File: config.mk
export PLATFORM = sky130hd
export DESIGN_NAME = rtc_bus_ctrl_flat
export DESIGN_NICKNAME = d
export VERILOG_FILES = /design/src/rtl/rtc_pkg.sv /design/src/rtl/rtc_bus_ctrl_if.sv /design/src/rtl/rtc_phase_cnt.sv /design/src/rtl/rtc_bus_ctrl.sv /design/src/flat_wrapper.sv
export SDC_FILE = /design/constraint.sdc
export NUM_CORES = 1
export LEC_CHECK = 0
export ABC_CLOCK_PERIOD_IN_PS = 2200
export BUFFER_PORTS_ARGS = -buffer_cell sky130_fd_sc_hd__buf_2
export CAP_MARGIN = 15
export CORE_MARGIN = 8
export CORE_UTILIZATION = 51
export DETAILED_ROUTE_END_ITERATION = 8
export GPL_ROUTABILITY_DRIVEN = 0
export MAX_ROUTING_LAYER = met4
export PLACE_DENSITY = 0.76
export SLEW_MARGIN = 10
export SYNTH_ARGS = -nofsm -noshare
export SYNTH_HDL_FRONTEND = slang
export SYNTH_SLANG_ARGS = --single-unit
File: constraint.sdc
create_clock -name clk -period 2.2 [get_ports clk]
set_clock_uncertainty 0.2 [all_clocks]
set_input_delay 0.22 -clock clk [delete_from_list [all_inputs] [get_ports clk]]
set_output_delay 0.22 -clock clk [all_outputs]
set_load 0.05 [all_outputs]
File: src/rtl/rtc_pkg.sv
// rtc_pkg: shared types and constants for the RTC parallel-bus block.
// Holds the bus sequencer state encoding and the RTC register map that the
// upstream control FSM uses to address the chip.
package rtc_pkg;

    // Bus cycle states, in the order the sequencer walks them.
    typedef enum logic [2:0] {
        IDLE   = 3'd0,
        ADDR   = 3'd1,
        GAP    = 3'd2,
        STROBE = 3'd3,
        HOLD   = 3'd4,
        DONE   = 3'd5
    } rtc_state_e;

    // RTC register map on the multiplexed AD bus.
    localparam logic [7:0] RTC_REG_CTRL   = 8'h20;
    localparam logic [7:0] RTC_REG_SEC    = 8'h21;
    localparam logic [7:0] RTC_REG_MIN    = 8'h22;
    localparam logic [7:0] RTC_REG_HOUR   = 8'h23;
    localparam logic [7:0] RTC_REG_DAY    = 8'h24;
    localparam logic [7:0] RTC_REG_MONTH  = 8'h25;
    localparam logic [7:0] RTC_REG_YEAR   = 8'h26;
    localparam logic [7:0] RTC_REG_STATUS = 8'h2F;

endpackage

File: src/rtl/rtc_bus_ctrl_if.sv
// rtc_bus_ctrl_if: request-side handshake plus chip-side AD bus signals of
// the RTC bus sequencer. The slave modport is the sequencer's view; the
// master modport is the view of whoever issues requests and models the chip.
// Optional feature macro: RTC_BUS_BCD_CHECK_EN adds the bcd_err flag.
interface rtc_bus_ctrl_if;
    // request side
    logic       wr_req;
    logic       rd_req;
    logic [7:0] addr;
    logic [7:0] wr_data;
    logic       busy;
    logic       done;
    logic [7:0] rd_data;
    logic       rd_valid;
`ifdef RTC_BUS_BCD_CHECK_EN
    logic       bcd_err;
`endif
    // chip side
    logic       cs_n;
    logic       ale;
    logic       rd_n;
    logic       wr_n;
    logic [7:0] ad_out;
    logic       ad_oe;
    logic [7:0] ad_in;

    modport master (
        output wr_req, rd_req, addr, wr_data, ad_in,
`ifdef RTC_BUS_BCD_CHECK_EN
        input  bcd_err,
`endif
        input  busy, done, rd_data, rd_valid, cs_n, ale, rd_n, wr_n, ad_out, ad_oe
    );

    modport slave (
        input  wr_req, rd_req, addr, wr_data, ad_in,
`ifdef RTC_BUS_BCD_CHECK_EN
        output bcd_err,
`endif
        output busy, done, rd_data, rd_valid, cs_n, ale, rd_n, wr_n, ad_out, ad_oe
    );
endinterface

File: src/rtl/rtc_phase_cnt.sv
// rtc_phase_cnt: counts the cycles of one bus phase. restart zeroes the count
// on phase entry; last is high in the final cycle of a PHASE_CYC-long phase.
// The count saturates at the last value so an idle sequencer leaves it parked.
module rtc_phase_cnt #(
    parameter int PHASE_CYC = 4
) (
    input  logic clk,
    input  logic reset,
    input  logic restart,
    output logic last
);
    // A single-cycle phase still needs one bit of counter.
    localparam int CW = (PHASE_CYC > 1) ? $clog2(PHASE_CYC) : 1;
    localparam logic [CW-1:0] LAST_VAL = CW'(PHASE_CYC - 1);

    logic [CW-1:0] count_reg;

    // Phase cycle counter, restarted on every phase entry.
    always_ff @(posedge clk) begin
        if (reset || restart) begin
            count_reg <= '0;
        end else if (count_reg != LAST_VAL) begin
            count_reg <= count_reg + CW'(1);
        end
    end

    assign last = (count_reg == LAST_VAL);
endmodule

File: src/rtl/rtc_bus_ctrl.sv
// rtc_bus_ctrl: sequencer for the RTC chip's multiplexed address/data bus.
// Runs ADDR -> GAP -> STROBE -> HOLD (PHASE_CYC cycles each) then a single
// DONE cycle. Every output is a register loaded from the next-state decode,
// so outputs change on the same edge as the state and never follow inputs
// combinationally.
// Optional feature macro: RTC_BUS_BCD_CHECK_EN adds bcd_err, flagging a read
// whose data has a nibble above 9.
module rtc_bus_ctrl
    import rtc_pkg::*;
#(
    parameter int PHASE_CYC = 4
) (
    input  logic             clk,
    input  logic             reset,
    rtc_bus_ctrl_if.slave    bus
);
    localparam logic [2:0] S_IDLE   = IDLE;
    localparam logic [2:0] S_ADDR   = ADDR;
    localparam logic [2:0] S_GAP    = GAP;
    localparam logic [2:0] S_STROBE = STROBE;
    localparam logic [2:0] S_HOLD   = HOLD;
    localparam logic [2:0] S_DONE   = DONE;

    logic [2:0] state_reg, state_next;
    logic [7:0] addr_reg, addr_next;
    logic [7:0] wdata_reg, wdata_next;
    logic       write_reg, write_next;

    logic       phase_last;
    logic       phase_restart;

    logic       cs_n_reg, cs_n_next;
    logic       ale_reg, ale_next;
    logic       rd_n_reg, rd_n_next;
    logic       wr_n_reg, wr_n_next;
    logic       ad_oe_reg, ad_oe_next;
    logic [7:0] ad_out_reg, ad_out_next;
    logic       busy_reg, busy_next;
    logic       done_reg, done_next;
    logic       rd_valid_reg, rd_valid_next;
    logic [7:0] rd_data_reg;

    // Every state change is a phase entry, so the counter restarts there.
    assign phase_restart = (state_next != state_reg);

    rtc_phase_cnt #(
        .PHASE_CYC (PHASE_CYC)
    ) u_phase_cnt (
        .clk     (clk),
        .reset   (reset),
        .restart (phase_restart),
        .last    (phase_last)
    );

    // Next-state decode and request capture; requests only count in IDLE.
    always_comb begin
        state_next = state_reg;
        addr_next  = addr_reg;
        wdata_next = wdata_reg;
        write_next = write_reg;
        case (state_reg)
            S_IDLE: begin
                // Write has priority; a simultaneous read is simply dropped.
                if (bus.wr_req) begin
                    state_next = S_ADDR;
                    write_next = 1'b1;
                    addr_next  = bus.addr;
                    wdata_next = bus.wr_data;
                end else if (bus.rd_req) begin
                    state_next = S_ADDR;
                    write_next = 1'b0;
                    addr_next  = bus.addr;
                    wdata_next = bus.wr_data;
                end
            end
            S_ADDR:   if (phase_last) state_next = S_GAP;
            S_GAP:    if (phase_last) state_next = S_STROBE;
            S_STROBE: if (phase_last) state_next = S_HOLD;
            S_HOLD:   if (phase_last) state_next = S_DONE;
            S_DONE:   state_next = S_IDLE;
            default:  state_next = S_IDLE;
        endcase
    end

    // Output decode from the state being entered, so registers line up with it.
    always_comb begin
        cs_n_next     = 1'b1;
        ale_next      = 1'b0;
        rd_n_next     = 1'b1;
        wr_n_next     = 1'b1;
        ad_oe_next    = 1'b0;
        ad_out_next   = 8'h00;
        busy_next     = (state_next != S_IDLE);
        done_next     = (state_next == S_DONE);
        rd_valid_next = (state_next == S_DONE) && !write_next;
        case (state_next)
            S_ADDR: begin
                cs_n_next   = 1'b0;
                ale_next    = 1'b1;
                ad_oe_next  = 1'b1;
                ad_out_next = addr_next;
            end
            S_GAP, S_HOLD: begin
                cs_n_next = 1'b0;
                if (write_next) begin
                    ad_oe_next  = 1'b1;
                    ad_out_next = wdata_next;
                end
            end
            S_STROBE: begin
                cs_n_next = 1'b0;
                if (write_next) begin
                    wr_n_next   = 1'b0;
                    ad_oe_next  = 1'b1;
                    ad_out_next = wdata_next;
                end else begin
                    rd_n_next = 1'b0;
                end
            end
            default: ;
        endcase
    end

    // State and latched request registers.
    always_ff @(posedge clk) begin
        if (reset) begin
            state_reg <= S_IDLE;
            addr_reg  <= 8'h00;
            wdata_reg <= 8'h00;
            write_reg <= 1'b0;
        end else begin
            state_reg <= state_next;
            addr_reg  <= addr_next;
            wdata_reg <= wdata_next;
            write_reg <= write_next;
        end
    end

    // Registered bus strobes and status outputs.
    always_ff @(posedge clk) begin
        if (reset) begin
            cs_n_reg     <= 1'b1;
            ale_reg      <= 1'b0;
            rd_n_reg     <= 1'b1;
            wr_n_reg     <= 1'b1;
            ad_oe_reg    <= 1'b0;
            ad_out_reg   <= 8'h00;
            busy_reg     <= 1'b0;
            done_reg     <= 1'b0;
            rd_valid_reg <= 1'b0;
        end else begin
            cs_n_reg     <= cs_n_next;
            ale_reg      <= ale_next;
            rd_n_reg     <= rd_n_next;
            wr_n_reg     <= wr_n_next;
            ad_oe_reg    <= ad_oe_next;
            ad_out_reg   <= ad_out_next;
            busy_reg     <= busy_next;
            done_reg     <= done_next;
            rd_valid_reg <= rd_valid_next;
        end
    end

    // Read data is captured on the edge closing the last read-strobe cycle.
    always_ff @(posedge clk) begin
        if (reset) begin
            rd_data_reg <= 8'h00;
        end else if (state_reg == S_STROBE && phase_last && !write_reg) begin
            rd_data_reg <= bus.ad_in;
        end
    end

    assign bus.cs_n     = cs_n_reg;
    assign bus.ale      = ale_reg;
    assign bus.rd_n     = rd_n_reg;
    assign bus.wr_n     = wr_n_reg;
    assign bus.ad_oe    = ad_oe_reg;
    assign bus.ad_out   = ad_out_reg;
    assign bus.busy     = busy_reg;
    assign bus.done     = done_reg;
    assign bus.rd_valid = rd_valid_reg;
    assign bus.rd_data  = rd_data_reg;

`ifdef RTC_BUS_BCD_CHECK_EN
    logic [1:0] nibble_bad;
    logic       bcd_err_reg;

    genvar gi;
    generate
        for (gi = 0; gi < 2; gi++) begin : g_nibble
            assign nibble_bad[gi] = (rd_data_reg[gi*4 +: 4] > 4'd9);
        end
    endgenerate

    // BCD flag rides on the rd_valid pulse, judged on the captured read data.
    always_ff @(posedge clk) begin
        if (reset) begin
            bcd_err_reg <= 1'b0;
        end else begin
            bcd_err_reg <= rd_valid_next && (|nibble_bad);
        end
    end

    assign bus.bcd_err = bcd_err_reg;
`endif

endmodule
File: src/flat_wrapper.sv
// flat-port wrapper written by rule: the top's interface ports become plain ports
module rtc_bus_ctrl_flat import rtc_pkg::*;
#(
    parameter int PHASE_CYC = 4
)
  (clk, reset, bus_wr_req, bus_rd_req, bus_addr, bus_wr_data, bus_ad_in, bus_busy, bus_done, bus_rd_data, bus_rd_valid, bus_cs_n, bus_ale, bus_rd_n, bus_wr_n, bus_ad_out, bus_ad_oe);
  rtc_bus_ctrl_if bus_i ();
  input  logic clk;
  input  logic reset;
  input wire logic [$bits(bus_i.wr_req)-1:0] bus_wr_req;
  input wire logic [$bits(bus_i.rd_req)-1:0] bus_rd_req;
  input wire logic [$bits(bus_i.addr)-1:0] bus_addr;
  input wire logic [$bits(bus_i.wr_data)-1:0] bus_wr_data;
  input wire logic [$bits(bus_i.ad_in)-1:0] bus_ad_in;
  output wire logic [$bits(bus_i.busy)-1:0] bus_busy;
  output wire logic [$bits(bus_i.done)-1:0] bus_done;
  output wire logic [$bits(bus_i.rd_data)-1:0] bus_rd_data;
  output wire logic [$bits(bus_i.rd_valid)-1:0] bus_rd_valid;
  output wire logic [$bits(bus_i.cs_n)-1:0] bus_cs_n;
  output wire logic [$bits(bus_i.ale)-1:0] bus_ale;
  output wire logic [$bits(bus_i.rd_n)-1:0] bus_rd_n;
  output wire logic [$bits(bus_i.wr_n)-1:0] bus_wr_n;
  output wire logic [$bits(bus_i.ad_out)-1:0] bus_ad_out;
  output wire logic [$bits(bus_i.ad_oe)-1:0] bus_ad_oe;
  assign bus_i.wr_req = bus_wr_req;
  assign bus_i.rd_req = bus_rd_req;
  assign bus_i.addr = bus_addr;
  assign bus_i.wr_data = bus_wr_data;
  assign bus_i.ad_in = bus_ad_in;
  assign bus_busy = bus_i.busy;
  assign bus_done = bus_i.done;
  assign bus_rd_data = bus_i.rd_data;
  assign bus_rd_valid = bus_i.rd_valid;
  assign bus_cs_n = bus_i.cs_n;
  assign bus_ale = bus_i.ale;
  assign bus_rd_n = bus_i.rd_n;
  assign bus_wr_n = bus_i.wr_n;
  assign bus_ad_out = bus_i.ad_out;
  assign bus_ad_oe = bus_i.ad_oe;
  rtc_bus_ctrl #(.PHASE_CYC(PHASE_CYC)) u_core (.clk(clk), .reset(reset), .bus(bus_i));
endmodule
==> flow_summary.json, run 1 <==
{
  "leakage_nw": 1.02,
  "rsz0062_at_grt": "no",
  "boundaryPins": 52,
  "clkLatencyLatePin_ns": 0.29,
  "num_rows": 22,
  "cts_buffers": 5,
  "synth.top_cell.area_share": 0.472,
  "syn_inst": 193,
  "grt_pass1_vias": 1522,
  "max_freq_mhz": 500,
  "remaining_drc_errors": 0,
  "worstPathArrival_ns": 1.99,
  "via_count": 1597,
  "drv_cap": 0,
  "synth.distinct_cells": 38,
  "netlist_area_um2": 1950,
  "crit_buf_inv": 0,
  "syn_avg_cell_area_um2": 10.1,
  "fin_nets": 280,
  "fin_tns_setup_ns": 0,
  "status": "finished clean",
  "finalHoldViolCount": 0,
  "ys_seq_area_frac": 0.472,
  "crit_slowest_cell": "or4b_1",
  "yosys-top-cells-count": "dfxtp_1, o21ba_2, a21boi_0, and3_1",
  "ant_nets": 0,
  "slew_headroom": 0.610,
  "worst_slack_ns": 0.199,
  "grt_pass1_wl_um": 7090,
  "crit_fanout": 12,
  "worstSetupPathType": "reg2reg",
  "slowest_delay_ns": 0.55,
  "synth_area_leader_cell": "dfxtp_1",
  "startpoint_type": "register",
  "synth_fp_nets": 222,
  "vdd_drop_max_uv": 506,
  "synthFlopType": "dfxtp_1",
  "dr.pass1.iters": 4,
  "crit_family": "simple AND/OR/NAND/NOR gates",
  "power_density_nw_per_um2": 692,
  "io_buffers": 51,
  "crit_required_ns": 2.19,
  "fin_crit_sh": 0.910,
  "start_util": 0.533,
  "clock_sinks": 46,
  "clk_path_buf_depth": 2,
  "h-tree-depth": 2,
  "area_growth_pct": 23.2,
  "synth_warnings": 0,
  "grt_antenna_before_repair": 0,
  "wire_per_inst_um": 14.6,
  "core_um2": 3660,
  "crit_chain": "or4b_1 > a22o_1 > nor2b_4 > a21o_1",
  "ys_ff_latch": 46,
  "cts_tree": "built",
  "finalPower_mw": 1.66,
  "finalSetupViolCount": 0,
  "layout_min_cycle_time_ns": 2.00,
  "diodes": 0,
  "preCtsSetupSlack_ns": 0.205,
  "fp.dieH_um": 77.8,
  "grt_usage": 0.148,
  "ys_top_cells_by_area": "dfxtp_1, o21ba_2, a21boi_0, and3_1, mux2i_1",
  "fp.dieW_um": 77.8,
  "critPathCaptureType": "register",
  "min_path_type": "in2reg",
  "path_clk_slew_ns": 0.08,
  "hpwl_um": 2900,
  "drive_above_1_share": 0.347,
  "grt_overflow_total": 0,
  "yosysMostFrequentCell": "dfxtp_1",
  "grt_max_degree": 36,
  "vias_per_cell": 5.34,
  "cts-root-buf": "clkbuf_8",
  "dieArea_um2": 6060,
  "drtIter0Drc": 115,
  "postSynth.asyncResetShare": 0,
  "routed_wl_um": 4370,
  "worst_pin_slew_ns": 0.585,
  "whs_ns": 0.0987,
  "synth_edf_count": 0,
  "timing.final.max_slew_violations": 0
}
[path summary, 6_finish.rpt]
path,startpoint,endpoint,slack (ns),depth (start not counted)
setup / recovery,u_core.state_reg[0],u_core.bus.ad_oe,0.20,4
hold / removal,bus_addr[6],u_core.addr_reg[6],0.1,3
setup reg to reg,u_core.state_reg[0],u_core.bus.ad_oe,0.20,4
hold reg to reg,u_core.bus.rd_data[3],u_core.bus.rd_data[3],0.30,2
[cell type report]
class                      instances  area (um^2)
timing repair buffer              66          388
clock buffer                       7         76.3
tap                               48         60.1
fill                             319         1260
sequential                        46          921
multi-input combinational        132          957
[worst reg2reg max path: stages, from the launching register on]
cell and delay, ns:
dfxtp_1 0.43, or4b_1 0.56, a22o_1 0.34, nor2b_4 0.19, a21o_1 0.18
[logic make-up (layout without fill, tap and decap cells)]
logic type,after synthesis,count (layout),share of synthesized area
compound gates,71,71,0.275
xor+xnor,2,2,0.00898
fa+ha+maj,1,1,0.00641
buf+inv,15,73,0.0372
flops,46,46,0.472
mux,8,8,0.0411
simple gates,50,50,0.160
[where the power goes]
| group | total (mW) | switching [mW] | internal [mW] |
|---|---|---|---|
| Sequential | 0.895 | 0.0175 | 0.878 |
| Clock | 0.474 | 0.255 | 0.219 |
| Combinational | 0.294 | 0.171 | 0.122 |
[cells in the final DEF (no fill, tap or decap), types with 2 or more instances in the layout]
cell type,n
buf_2,51
dfxtp_1,46
o21ba_2,17
and3_1,16
a21boi_0,16
a21oi_1,12
nor2_1,10
mux2i_1,8
o211ai_1,8
o21ai_0,8
dlygate4sd3_1,8
buf_4,7
nor3_1,5
clkbuf_8,5
a211oi_1,3
nand2b_1,3
a21o_1,2
nand2_1,2
nor3b_1,2
clkbuf_1,2
[repair_timing]
| action | 4_1_cts | 5_1_grt |
|---|---|---|
| hold buffers | 8 | 0 |
| hold endpoints to repair | 8 | 0 |
| setup buffers | 0 | 0 |
| resized for setup | 0 | 0 |
[stage by stage]
| step | util | instance area (um^2) | cells |
|---|---|---|---|
| 2_1_floorplan | - | 1950 | 193 |
| 3_3_place_gp | 0.613 | 2250 | 284 |
| 3_5_place_dp | 0.613 | 2250 | 284 |
| 4_1_cts | 0.656 | 2400 | 299 |
| 5_1_grt | 0.656 | 2400 | 299 |
| 6_report | 0.656 | 2400 | 299 |
[layer usage]
layer,part of all wire,track usage,vias up
met5,0,-,-
met4,0.0096,0.0509,0
met3,0.046,0.0472,4
met2,0.51,0.238,35
met1,0.43,0.168,742
li1,-,-,816
No activity file was read; power rests on OpenSTA's default activity.
==> inputs of run 2 (changes only) <==
--- a/config.mk
+++ b/config.mk
@@ -14,6 +14,7 @@
 export GPL_ROUTABILITY_DRIVEN = 0
 export MAX_ROUTING_LAYER = met4
 export PLACE_DENSITY = 0.76
+export REMOVE_ABC_BUFFERS = 1
 export SLEW_MARGIN = 10
 export SYNTH_ARGS = -nofsm -noshare
 export SYNTH_HDL_FRONTEND = slang
==> run 2 against run 1 <==
First-iteration DRC count rose by 9.6%; clock-buffer cell count did not move; routed wire length barely moved; final area rose by 0.94%; setup slack improved by 0.0051 ns; total power rose by 7.8%; sequential share of layout area fell by 0.36 points; via count rose by 0.63%; die area did not move; largest power group unchanged; hold slack got worse by 0.00088 ns; clock power rose by 27%; final cell count did not move.
==> flow_summary.json, run 2 (synthesized netlist as in run 1, its figures left out) <==
{
  "h-tree-depth": 2,
  "timing.final.max_slew_violations": 0,
  "via_count": 1607,
  "finalSetupViolCount": 0,
  "crit_fanout": 12,
  "finalPower_mw": 1.79,
  "drive_above_1_share": 0.347,
  "start_util": 0.533,
  "layout_min_cycle_time_ns": 2.00,
  "utilization": 0.662,
  "placed_cell_area_um2": 2240,
  "cts_buffers": 5,
  "min_to": "u_core.addr_reg[2]",
  "grt_usage": 0.148,
  "slew_headroom": 0.597,
  "boundaryPins": 52,
  "rsz0062_at_grt": "no",
  "preCtsSetupSlack_ns": 0.201,
  "worst_pin_slew_ns": 0.605,
  "crit_chain": "or4b_1 > a22o_1 > nor2b_4 > a21o_1",
  "ant_nets": 0,
  "num_rows": 22,
  "remaining_drc_errors": 0,
  "startpoint_type": "register",
  "power_density_nw_per_um2": 739,
  "min_path_type": "in2reg",
  "final_cell_mix": "buf_2, dfxtp_1, o21ba_2",
  "diodes": 0,
  "stdcell_area_um2": 2420,
  "vdd_drop_max_uv": 400,
  "cts_setup_buffers": 0,
  "worst_slack_ns": 0.204,
  "routed_wl_um": 4360,
  "whs_path_depth": 3,
  "vias_per_cell": 5.37,
  "drtIter0Drc": 126,
  "leakage_nw": 1.03,
  "crit_slowest_cell": "or4b_1",
  "fp.dieH_um": 77.8,
  "grt_antenna_before_repair": 0,
  "crit_required_ns": 2.19,
  "hold_path.startpoint": "bus_addr[2]",
  "path_clk_slew_ns": 0.08,
  "status": "finished clean",
  "reg2reg_from": "u_core.state_reg[0]",
  "cts_hold_buffers": 8,
  "cts_tree": "built",
  "clkLatencyLatePin_ns": 0.29,
  "rrSetupSlack_ns": 0.20,
  "fin_nets": 279,
  "dr.pass1.iters": 4,
  "grt_max_degree": 36,
  "io_buffers": 51,
  "grt_pass1_vias": 1619,
  "max_freq_mhz": 501,
  "fin_crit_sh": 0.907,
  "critPathCaptureType": "register",
  "grt_pass1_wl_um": 7270,
  "drv_cap": 0,
  "cts-resized-gates": 0,
  "clk_path_buf_depth": 2,
  "fp.dieW_um": 77.8,
  "wire_per_inst_um": 14.6,
  "finalHoldViolCount": 0,
  "grt_overflow_total": 0,
  "core_um2": 3660,
  "worstSetupPathType": "reg2reg",
  "clock_sinks": 46,
  "worstPathArrival_ns": 1.99,
  "dieArea_um2": 6060,
  "layout_commonest_cell": "buf_2",
  "r2r_end": "u_core.bus.ad_oe",
  "slowest_delay_ns": 0.55,
  "reg2reg_depth": 4,
  "fin_tns_setup_ns": 0,
  "cts-root-buf": "clkbuf_8",
  "hpwl_um": 2870,
  "area_growth_pct": 24.3
}
## run 2: per-stage QoR
step                      cells  hold slack, ns
final                       299          0.0978
after global routing        299           0.111
after CTS                   299          0.0931
after detailed placement    283           0.268
after global placement      283           0.252
after floorplan             178          0.0881
## run 2: worst max path at each step
stage                                    from  slack (ns)                   end  cells past startpoint
final                     u_core.state_reg[0]        0.20      u_core.bus.ad_oe                      4
after global placement    u_core.state_reg[0]        0.25      u_core.bus.ad_oe                      4
after detailed placement  u_core.state_reg[0]        0.20      u_core.bus.ad_oe                      4
after CTS                 u_core.state_reg[0]        0.20      u_core.bus.ad_oe                      4
after global routing      u_core.state_reg[2]        0.07  u_core.bus.ad_out[5]                      5
after floorplan           u_core.state_reg[0]        0.25      u_core.bus.ad_oe                      4
## run 2: metal layers
metal  GRT usage  vias to the layer above  part of all wire
li1            -                      813                 -
met5           -                        -                 0
met3      0.0369                        7             0.037
met1       0.152                      756              0.42
met2       0.268                       31              0.53
met4      0.0509                        0             0.011
## run 2: layout make-up
cell class | count | area (um^2)
fill | 311 | 1240
multi-input combinational | 132 | 957
clock buffer | 7 | 76.3
timing repair buffer | 65 | 380
sequential | 46 | 921
tap | 48 | 60.1
clock inverter | 1 | 30.0
## run 2: power breakdown
| part | switching (mW) | total (mW) | internal (mW) |
|---|---|---|---|
| Combinational | 0.172 | 0.294 | 0.122 |
| Clock | 0.263 | 0.603 | 0.340 |
| Sequential | 0.0172 | 0.895 | 0.878 |
| Total | 0.453 | 1.79 | 1.34 |
## run 2: critical path: cells and delay by family, from the launching register on
| kind | cells | cell delay, ns |
|---|---|---|
| simple gates | 2 | 0.74 |
| compound gates | 2 | 0.53 |
| flops | 1 | 0.43 |
